## src/rtl/bldc_pkg.sv

```systemverilog
// Shared types and constants for the hall-sensor six-step commutator.
// Holds the FSM state encoding, the sector codes and the forward drive table.
// The table is indexed by sector; reverse drive swaps the hs/ls columns.
package bldc_pkg;

  typedef enum logic [2:0] {
    ST_IDLE  = 3'd0,
    ST_DEAD  = 3'd1,
    ST_DRIVE = 3'd2,
    ST_FAULT = 3'd3,
    ST_STALL = 3'd4
  } state_e;

  localparam logic [2:0] SECTOR_0       = 3'd0;
  localparam logic [2:0] SECTOR_1       = 3'd1;
  localparam logic [2:0] SECTOR_2       = 3'd2;
  localparam logic [2:0] SECTOR_3       = 3'd3;
  localparam logic [2:0] SECTOR_4       = 3'd4;
  localparam logic [2:0] SECTOR_5       = 3'd5;
  localparam logic [2:0] SECTOR_INVALID = 3'd7;

  // Phase one-hots are {C,B,A}; entry n drives sector n in forward direction.
  localparam logic [2:0] FWD_HS [6] = '{3'b001, 3'b001, 3'b010, 3'b010, 3'b100, 3'b100};
  localparam logic [2:0] FWD_LS [6] = '{3'b010, 3'b100, 3'b100, 3'b001, 3'b001, 3'b010};

  // Gray-like hall pattern to sector; all-zero and all-one patterns are sensor faults.
  function automatic logic [2:0] hall_to_sector(input logic [2:0] h);
    case (h)
      3'b101:  hall_to_sector = SECTOR_0;
      3'b100:  hall_to_sector = SECTOR_1;
      3'b110:  hall_to_sector = SECTOR_2;
      3'b010:  hall_to_sector = SECTOR_3;
      3'b011:  hall_to_sector = SECTOR_4;
      3'b001:  hall_to_sector = SECTOR_5;
      default: hall_to_sector = SECTOR_INVALID;
    endcase
  endfunction

endpackage

```

## src/rtl/hall_edge_sync.sv

```systemverilog
// Two-flop synchroniser for the raw hall pins plus one delay stage for edge detect.
// Latency: hs_o two cycles after a raw change, chg_o high for one cycle alongside it.
// No backpressure; free-running every clock.
module hall_edge_sync (
  input  logic       clk,
  input  logic       reset_n,
  input  logic [2:0] hall_i,
  output logic [2:0] hs_o,
  output logic       chg_o
);

  logic [2:0] s1_q;
  logic [2:0] hs_q;
  logic [2:0] hq_q;

  // Synchroniser chain followed by the one-cycle-old copy used for change detection.
  always_ff @(posedge clk) begin
    if (!reset_n) begin
      s1_q <= 3'b000;
      hs_q <= 3'b000;
      hq_q <= 3'b000;
    end else begin
      s1_q <= hall_i;
      hs_q <= s1_q;
      hq_q <= hs_q;
    end
  end

  assign hs_o  = hs_q;
  assign chg_o = (hs_q != hq_q);

endmodule

```

## src/rtl/bldc_hall_commutator.sv

```systemverilog
// Six-step BLDC commutator: hall sync, dead time on each commutation, gate drive, period measure.
// Latency: gates react one cycle after chg; gate_hs follows pwm_in with one cycle of delay.
// No backpressure; invalid halls and stalls latch sticky flags that only enable=0 clears.
module bldc_hall_commutator
  import bldc_pkg::*;
#(
  parameter int CNT_W        = 24,
  parameter int DEAD_CYCLES  = 8,
  parameter int STALL_CYCLES = 2000000
) (
  input  logic             clk,
  input  logic             reset_n,
  input  logic             enable,
  input  logic             dir,
  input  logic [2:0]       hall,
  input  logic             pwm_in,
  output logic [2:0]       gate_hs,
  output logic [2:0]       gate_ls,
  output logic [2:0]       sector,
  output logic [CNT_W-1:0] period_out,
  output logic             period_valid,
  output logic             stall,
  output logic             fault
);

  localparam int                DW         = (DEAD_CYCLES > 1) ? $clog2(DEAD_CYCLES) : 1;
  localparam logic [DW-1:0]     DEAD_LOAD  = DW'(DEAD_CYCLES - 1);
  localparam logic [CNT_W-1:0]  STALL_LAST = CNT_W'(STALL_CYCLES - 1);

  logic [2:0]       hs;
  logic             chg;
  logic [2:0]       sec;
  logic             sec_ok;
  logic [2:0]       sec_idx;
  logic [2:0]       tbl_hs;
  logic [2:0]       tbl_ls;
  logic [CNT_W-1:0] cnt_inc;
  logic             stall_hit;

  state_e           state_q;
  logic [DW-1:0]    dead_q;
  logic [CNT_W-1:0] cnt_q;
  logic [CNT_W-1:0] period_q;
  logic             pv_q;
  logic             first_q;
  logic             stall_q;
  logic             fault_q;
  logic [2:0]       ghs_q;
  logic [2:0]       gls_q;

  hall_edge_sync u_sync (
    .clk     (clk),
    .reset_n (reset_n),
    .hall_i  (hall),
    .hs_o    (hs),
    .chg_o   (chg)
  );

  assign sec       = hall_to_sector(hs);
  assign sec_ok    = (sec != SECTOR_INVALID);
  assign sec_idx   = sec_ok ? sec : SECTOR_0;
  assign cnt_inc   = (cnt_q == {CNT_W{1'b1}}) ? cnt_q : cnt_q + 1'b1;
  // The counter would reach the stall limit on this edge.
  assign stall_hit = (cnt_q >= STALL_LAST);

  // Drive table lookup; reverse direction swaps the high and low side phases.
  always_comb begin
    tbl_hs = FWD_HS[sec_idx];
    tbl_ls = FWD_LS[sec_idx];
    if (dir) begin
      tbl_hs = FWD_LS[sec_idx];
      tbl_ls = FWD_HS[sec_idx];
    end
  end

  // Commutation FSM with registered gates, period capture and sticky flags.
  always_ff @(posedge clk) begin
    if (!reset_n) begin
      state_q  <= ST_IDLE;
      dead_q   <= '0;
      cnt_q    <= '0;
      period_q <= '0;
      pv_q     <= 1'b0;
      first_q  <= 1'b1;
      stall_q  <= 1'b0;
      fault_q  <= 1'b0;
      ghs_q    <= 3'b000;
      gls_q    <= 3'b000;
    end else begin
      pv_q  <= 1'b0;
      ghs_q <= 3'b000;
      gls_q <= 3'b000;
      if (!enable) begin
        state_q <= ST_IDLE;
        cnt_q   <= '0;
        first_q <= 1'b1;
        stall_q <= 1'b0;
        fault_q <= 1'b0;
      end else begin
        case (state_q)
          ST_IDLE: begin
            state_q <= ST_DEAD;
            dead_q  <= DEAD_LOAD;
          end
          ST_DEAD, ST_DRIVE: begin
            cnt_q <= cnt_inc;
            if (!sec_ok) begin
              state_q <= ST_FAULT;
              fault_q <= 1'b1;
            end else if (chg) begin
              // Commutation: restart dead time and close the period measurement.
              state_q <= ST_DEAD;
              dead_q  <= DEAD_LOAD;
              cnt_q   <= '0;
              first_q <= 1'b0;
              if (!first_q) begin
                period_q <= cnt_inc;
                pv_q     <= 1'b1;
              end
            end else if (state_q == ST_DEAD) begin
              if (dead_q == '0) begin
                state_q <= ST_DRIVE;
                ghs_q   <= tbl_hs & {3{pwm_in}};
                gls_q   <= tbl_ls;
              end else begin
                dead_q <= dead_q - 1'b1;
              end
            end else if (stall_hit) begin
              state_q <= ST_STALL;
              stall_q <= 1'b1;
            end else begin
              ghs_q <= tbl_hs & {3{pwm_in}};
              gls_q <= tbl_ls;
            end
          end
          default: begin
            // FAULT and STALL park with gates off until enable drops.
            cnt_q <= cnt_inc;
          end
        endcase
      end
    end
  end

  assign gate_hs      = ghs_q;
  assign gate_ls      = gls_q;
  assign sector       = sec;
  assign period_out   = period_q;
  assign period_valid = pv_q;
  assign stall        = stall_q;
  assign fault        = fault_q;

endmodule

```

## config.mk

```make
export PLATFORM = sky130hd
export DESIGN_NAME = bldc_hall_commutator
export DESIGN_NICKNAME = d
export VERILOG_FILES = /design/src/rtl/bldc_pkg.sv /design/src/rtl/hall_edge_sync.sv /design/src/rtl/bldc_hall_commutator.sv
export SDC_FILE = /design/constraint.sdc
export NUM_CORES = 1
export LEC_CHECK = 0
export CAP_MARGIN = 20
export CORE_UTILIZATION = 25
export CTS_BUF_LIST = sky130_fd_sc_hd__clkbuf_2
export DETAILED_ROUTE_END_ITERATION = 12
export GPL_TIMING_DRIVEN = 1
export PLACE_DENSITY = 0.44
export SLEW_MARGIN = 20
export SYNTH_ARGS = -nofsm -noshare
export SYNTH_HDL_FRONTEND = slang
export SYNTH_HIERARCHICAL = 1
export SYNTH_SLANG_ARGS = --single-unit
```

## constraint.sdc

```tcl
create_clock -name clk -period 3.9 [get_ports clk]
set_input_delay 0.78 -clock clk [delete_from_list [all_inputs] [get_ports clk]]
set_output_delay 0.78 -clock clk [all_outputs]
set_load 0.02 [all_outputs]
```

# == Word-level counts from Yosys, hierarchy flattened ==
# Memory sizes are Yosys's and may differ from the RTL's.
# Index checks and enable logic that the tools add are counted.
# word_totals
register_bits,73
mem_bits_ro,48
input_bits,8
output_inout_bits,36
wordCells,87
mem_count,2
# memory_table
memory,depth,width,read_ports,rd_ports_with_merged_regs,write_ports,line_no,text
(name not given),8,3,1,0,0,bldc_hall_commutator.sv:72,tbl_ls = FWD_HS[sec_idx];
(name not given),8,3,1,0,0,bldc_hall_commutator.sv:71,tbl_hs = FWD_LS[sec_idx];
# op_classes
n_addsub,2
magnitude_cmp,2
n_eq_ne,16
mux,30
bitwise,9
n_reduce_logical,13
# ops
op,n
$mux 24,3
$mux 3,22
$pmux 24 s2,1
$add 24x1->24 const B,1
$eq 24x24->1 const B,1
$ge 24x21->1 const B,1
$reduce_and 5->1,4
$pmux 3 s6,1
$pmux 3 s2,2
$ne 5x5->1 const B,2
$eq 3x2->1 const B,3
$eq 3x3->1 const B,3
$ne 3x3->1 const B,3
$not 1->1,7
$eq 3x1->1 const B,2
$logic_not 3->1,2
$reduce_and 3->1,2
$reduce_or 5->1,1
$ge 4x4->1 const B,1
$not 3->4,1
$reduce_and 2->1,2
$and 3x3->3,1
$ne 3x3->1,1
$sub 3x1->3 const B,1
4 further kinds,4

# == Depth between registers and ports, before layout ==
# Gate-level depths: netlist of run 1.
# logic_depth
ltp_word,12
mapped_depth,11
mapped_depth_nobuf,10

# == By module ==
# Netlist of run 1, hierarchy kept.
# modules_own_cells
mod,n_inst,cells_each,area_per_inst_um2,seq_area_each_um2
bldc_hall_commutator,1,426,3403.3,1281.2
hall_edge_sync,1,22,267.8,180.2

# == Worst setup path after synthesis of run 1 ==
# OpenSTA, ideal clock, no wires.
# synth_path
path_type,register to register
start,"register u_sync.hs_q[1], in the netlist u_sync/hs_o[1]"
end,register cnt_q[10]
setup_time_ns,0.071
arrival_ns,2.611
required_ns,3.829
setup_slack_ns,1.218
path_stages_with_launch,11
path_buffers,1
period_less_slack_ns,2.682
path_cell_list,dfxtp_1 -> nand2b_1 -> nand2_1 -> a21oi_1 -> ha_1 -> inv_1 -> o31ai_1 -> o21ai_1 -> clkbuf_1 -> or3_1 -> a21oi_1
# synth_via
elab_chain_len,5
elab_cells_between_ends,12
cone_classes,eq/ne: 8; mux: 4
# synth_lines
element,line_no,text
start: declaration,hall_edge_sync.sv:13,logic [2:0] hs_q;
start signal: assignment,hall_edge_sync.sv:24,hs_q <= s1_q;
$eq 3x1->1 (tied with other cells),bldc_pkg.sv:28,case (h)
$pmux 3 s6 (*),bldc_pkg.sv:28,
net sector[0],bldc_hall_commutator.sv:19,"output logic [2:0] sector,"
$ne 3x3->1 (*),bldc_hall_commutator.sv:60,assign sec_ok = (sec != SECTOR_INVALID);
$mux 24 (*),bldc_hall_commutator.sv:107,if (!sec_ok) begin
$pmux 24 s2 (*),bldc_hall_commutator.sv:100,case (state_q)
end signal: assignment,bldc_hall_commutator.sv:106,cnt_q <= cnt_inc;
end signal: assignment,bldc_hall_commutator.sv:138,cnt_q <= cnt_inc;
end: declaration,bldc_hall_commutator.sv:42,logic [CNT_W-1:0] cnt_q;
# Mark *: on every way through the listed nets, which the timed path passes. The rest lies on a longest branch.
# A chain may end at the register's enable or synchronous reset.

# == Worst setup path after layout of run 1 ==
# layout_path
start,"register u_sync.hs_q[1], in the netlist u_sync/hs_o[1]"
end,output port sector[0]
# layout_via
elab_chain_len,2
elab_cells_between_ends,7
cone_classes,eq/ne: 6; mux: 1
# layout_lines
element,line_no
$eq 3x1->1 (tied with other cells),bldc_pkg.sv:28
$pmux 3 s6 (*),bldc_pkg.sv:28
end: declaration,bldc_hall_commutator.sv:19
# Every way passes the cells marked *; elsewhere a longest branch is shown, timed or not.

==> results of run 1 <==
[per-stage QoR]
stage	area (um2)	std cells	worst slack, ps	utilization (%)
2_1_floorplan	3670	448	1220	-
3_3_place_gp	4250	647	1220	30.1
3_5_place_dp	4250	647	1100	30.1
4_1_cts	4400	663	864	31.2
5_1_grt	4410	664	765	31.3
6_report	4410	664	939	31.3
[synth_stat cells (all sizes together), types with 3 or more instances]
library cell and n:
nand3 22, nand2b 5, and3 8, nor3 12, dfxtp 73, clkbuf 15
o22ai 4, and2 16, ha 4, o31ai 3, nor2b 4, a21oi 52
and4 4, nor2 22, o21ai 41, xor2 14, inv 9, nand2 44
o31a 3, a31oi 16, nand4 9, mux2i 4, xnor2 10, nor3b 4
or3 11, buf 15
[power breakdown]
group / internal [W] / switching (W)
logic: 0.0000522 / 0.0000801
registers: 0.000759 / 0.0000122
clock network: 0.000275 / 0.000290
[worst max-delay path: cells and delay by family (launching register included)]
kind                   cells  cell delay [ps]
AO/OA/AOI/OAI              1              200
buffers and inverters      1              650
flip-flops                 1              520
AND/OR/NAND/NOR            2              250
[routing by layer]
metal  share of wire (%)  global-route usage, %  wire (um)
met1                  48                   16.8       4520
met2                  45                   21.2       4250
met3                 4.3                   3.55        401
met4                 1.9                   6.33        176
met5                   0                      0          0
[registers in the layout, indices dropped and copies added, names as in the netlist]
name          cells
first_q           1
stall             1
period_out       24
period_valid      1
u_sync/hs_o       3
fault             1
u_sync/hq_q       3
state_q           3
gate_ls           3
cnt_q            24
gate_hs           3
dead_q            3
u_sync/s1_q       3
[layout make-up]
cell class	instances	area share, %
clock buffers	10	1.14
well taps	180	5.11
repair buffers	49	11.1
inverters	9	0.767
multi-input cells	336	46.3
diodes	1	0.0568
flip-flops and latches	73	33.2
clock inverters	6	2.41
[cells in the final DEF (no fill, tap or decap), types with 3 or more instances in the layout]
cell type	synthesis	final
nor3_1	11	10
a31oi_1	16	16
dfxtp_1	73	73
and4_1	4	4
clkdlybuf4s50_1	0	43
nand4_1	6	6
nand2_1	43	43
and3_1	8	8
nand3_1	21	21
inv_1	9	9
or3_1	11	11
nand2b_1	5	5
nor2b_1	4	4
a21oi_1	52	52
o21ai_0	36	36
buf_4	2	5
xnor2_1	10	10
bufinv_16	0	3
and2_1	16	16
nor2_1	21	21
o31a_1	3	3
o31ai_1	3	3
o21ai_1	5	5
o22ai_1	4	4
xor2_1	14	14
clkbuf_2	0	10
nor3b_1	3	3
mux2i_1	4	4
ha_1	4	4
[worst paths after layout]
kind,end,depth (start not counted),startpoint
hold / removal,u_sync/hs_o[2],1,u_sync/s1_q[2]
setup reg to reg,period_out[0],10,u_sync/hs_o[1]
hold reg to reg,u_sync/hs_o[2],1,u_sync/s1_q[2]
setup / recovery,sector[0],4,u_sync/hs_o[1]
[cells by family after synthesis]
kind of cell    synth area share, %
xor+xnor                       5.73
mux                            1.09
fa+ha+maj                      1.36
flops                          39.8
simple gates                   26.1
buf+inv                        4.77
compound gates                 21.1
==> key figures, run 1 <==
Outcome
  – Status: completed

CTS
  – Clock Latency Late Sink: 590 ps
  – Postcts setup bufs: 0
  – Clock Sinks: 73
  – Clock root buffer: clkbuf_2
  – Longest Clk Path Bufs: 2
  – CTS tree: built
  – Hold-fix buffers, CTS: 0
  – CTS buffer count: 9
  – PostCTS Resize Cnt: 0
  – H-tree levels: 3
  – Worst-path clk slew: 190 ps

Setup path
  – Slowest CP cell: clkdlybuf4s50_1
  – WS Path Type: flop to primary output
  – CP Data Required Time: 3120 ps
  – FF-to-FF setup slack: 1100 ps
  – Worst stage delay on the critical path: 650 ps
  – CP Cell Sequence: nand2b_1 > nand2_1 > a21oi_1 > clkdlybuf4s50_1
  – Crit end category: primary output
  – CP max FO: 10
  – Worst EP arrival: 2180 ps
  – Startpoint types: flop

Pwr
  – PD cells: 333 nW/um2
  – Leakage: 1.54 nW
  – Max IR drop VDD: 0.135 mV
  – Power after layout: 0.00147 W

Timing
  – Fin crit share: 75.9%
  – Fmax: 338 MHz
  – Clock Skew: 45.0 ps
  – RSZ-0062 raised after global routing: false
  – Setup TNS: 0 ps
  – Fin crit period: 2960 ps
  – Hold_ws: 459 ps
  – Fin. Hold Viols: 0
  – Setup violations, final: 0
  – Slew @ Worst Pin: 786 ps
  – Slew Limit Headroom: 47.4%
  – Final slew viol count: 0

Placement
  – Port bufs: 43
  – Global placer's final weighted congestion: 0.849
  – Post-DP HPWL: 6.64 mm

GRT
  – Grt ovf: 0
  – Antenna violations before repair: 1
  – Global-route wire length before repair: 15.5 mm
  – Vias in the first global route: 3,089
  – Pin count of the biggest net entering global routing: 35
  – All-Layer GR Usage: 13.4%

Yosys
  – Ys flop type: dfxtp_1
  – Synth area leader: dfxtp_1
  – Post-synth EDFFs: 0
  – Synth async-reset ratio: 0%
  – Top cell type's share of synthesized area: 39.8%
  – Mapped Cells: 448
  – Syn Area/Cell: 8.19 um2
  – Synthesized flop and latch total: 73
  – Register area share after synthesis: 39.8%
  – Post-Syn Area: 3670 um2
  – Synth top area cells: dfxtp_1 40%, a21oi_1 7.1%, o21ai_0 4.9%
  – Synth warn: 6
  – Synth unique cells: 54
  – Post-Syn Nets: 460

Die
  – Die area: 15,200 um2
  – Die H: 123 um
  – Total core area: 14,100 um2
  – Initial core utilization: 26.0%
  – Die X: 123 um
  – Row count: 43
  – Num ports: 44

Drt
  – Antenna viol nets, final: 0
  – Avg WL per Cell: 14.1 um
  – Via-per-instance ratio: 4.88
  – WL final: 9.35 mm
  – DRT Pass-1 Iters: 4
  – Initial DRC count: 128
  – Drt drc: 0
  – Routed vias: 3,242

Finish
  – NumNets Final: 490
  – Multi-input logic area: 2040 um2
  – Layout cell share with drive strength beyond 1: 6.63%
  – Area Growth Syn to Fin: 20.0%
  – Fillcell total: 1,506
  – Register area: 1460 um2

Hold path
  – Worst Hold Class: flop to flop

Run
  – # Max-Cap Violations: 0
Power figures use the tool's default switching activity.
==> run 2, diff against run 1 <==
clock period = 2.9 ns   (was 3.9 ns; I/O delays follow)
==> key figures, run 2 (same netlist as run 1, synthesis figures left out) <==
Outcome
  – Status: completed

GRT
  – All-Layer GR Usage: 13.4%
  – Global-route wire length before repair: 15.4 mm
  – Vias in the first global route: 3,050
  – Pin count of the biggest net entering global routing: 46
  – Antenna violations before repair: 0
  – Grt ovf: 0

Setup path
  – WS Path Type: flop to primary output
  – CP max FO: 10
  – FF-to-FF Start: u_sync/hs_o[1]
  – FF-to-FF setup slack: 320 ps
  – Worst EP arrival: 2050 ps
  – Register-to-Register Path Depth: 12
  – Startpoint types: flop
  – Reg2reg end: cnt_q[17]
  – CP Data Required Time: 2320 ps
  – Crit end category: primary output

Drt
  – Antenna viol nets, final: 0
  – Drt drc: 0
  – Avg WL per Cell: 14.1 um
  – Via-per-instance ratio: 4.91
  – WL final: 9.42 mm
  – Initial DRC count: 202
  – Routed vias: 3,279
  – DRT Pass-1 Iters: 4

Die
  – Die H: 123 um
  – Row count: 43
  – Num ports: 44
  – Total core area: 14,100 um2
  – Die area: 15,200 um2
  – Die X: 123 um
  – Initial core utilization: 26.0%

Timing
  – Clock Skew: 24.9 ps
  – Setup TNS: 0 ps
  – Final slew viol count: 0
  – Fin crit share: 90.7%
  – Setup violations, final: 0
  – Fin. Hold Viols: 0
  – Fin crit period: 2630 ps
  – Hold_ws: 457 ps
  – Fmax: 380 MHz
  – Slew Limit Headroom: 49.1%
  – Final worst slack: 269 ps
  – RSZ-0062 raised after global routing: false
  – Slew @ Worst Pin: 761 ps

CTS
  – CTS buffer count: 9
  – PostCTS Resize Cnt: 0
  – H-tree levels: 3
  – Clock Latency Late Sink: 560 ps
  – Worst-path clk slew: 190 ps
  – CTS tree: built
  – Longest Clk Path Bufs: 2
  – Hold-fix buffers, CTS: 0
  – Postcts setup bufs: 0
  – Clock root buffer: clkbuf_2
  – Clock Sinks: 73

Pwr
  – Leakage: 1.53 nW
  – Power after layout: 0.00170 W
  – PD cells: 390 nW/um2
  – Max IR drop VDD: 0.177 mV

Finish
  – Commonest non-fill, non-tap cell in the layout: dfxtp_1
  – Antenna fix cells: 0
  – Area Growth Syn to Fin: 18.9%
  – NumNets Final: 495
  – Most frequent cells in the layout: 71 x dfxtp_1, 52 x a21oi_1, 43 x nand2_1, 43 x clkdlybuf4s50_1, 36 x o21ai_0
  – Fillcell total: 1,550
  – Layout cell share with drive strength beyond 1: 7.58%
  – Post-Layout Inst Area: 4370 um2

Run
  – # Max-Cap Violations: 0

Placement
  – Post-DP HPWL: 6.74 mm
  – Dpl ws: 206 ps
  – Port bufs: 43
  – Placed Instance Area: 4280 um2
  – Global placer's final weighted congestion: 0.810

Hold path
  – Hold Path Sink: u_sync/hs_o[1]
  – Hold path depth: 1
  – HP Start: u_sync/s1_q[1]
  – Worst Hold Class: flop to flop
## run 2: changes by cell type in the layout (fill, tap and decap cells not counted)
cell | previous run | this run
buf_4 | 5 | 10
bufinv_16 | 3 | 0
clkbuf_2 | 10 | 9
clkinv_1 | 1 | 2
clkinv_2 | 1 | 3
clkinvlp_4 | 1 | 2
dfxtp_1 | 73 | 71
dfxtp_2 | 0 | 2
diode_2 | 1 | 0
nor3_1 | 10 | 11
nor3_2 | 1 | 0
## run 2: area by class of cell
class	instances	area, um2	area share (%)
Clock inverter	7	37.5	0.860
Tap cell	180	225	5.16
Inverter	9	33.8	0.774
Sequential cell	73	1460	33.5
Multi-Input combinational cell	336	2030	46.6
Timing Repair Buffer	54	526	12.0
Clock buffer	9	45.0	1.03
## run 2: layer usage
layer	share of wire [%]	track usage (%)	wire, um
met5	0	0	0
met4	1.8	5.87	173
met3	3.3	3.37	309
met2	45	20.6	4270
met1	50	17.5	4670
## run 2: worst max-delay path, stage by stage (launching register included)
cell,delay (ps)
dfxtp_2,450
nand2b_1,170
nand2_1,60
a21oi_1,190
clkdlybuf4s50_1,640
## run 2: worst max path at each step
stage / start / to / slack (ps)
after floorplan: u_sync/hs_o[1] / cnt_q[10] / 220
after global placement: u_sync/hs_o[1] / cnt_q[17] / 300
after detailed placement: u_sync/hs_o[1] / cnt_q[17] / 210
after CTS: u_sync/hs_o[1] / sector[0] / 80
after global routing: u_sync/hs_o[2] / cnt_q[21] / 30
final: u_sync/hs_o[1] / sector[0] / 270
## run 2: metrics by stage
stage	utilization, %	std cells
after floorplan	-	448
after global placement	30.4	652
after detailed placement	30.4	652
after CTS	31.0	668
after global routing	31.0	668
final	31.0	668
## run 2: report_power, final
group	internal (W)	switching (W)
combinational	0.0000737	0.000108
clock	0.000102	0.000381
sequential	0.00102	0.0000165
total	0.00120	0.000506
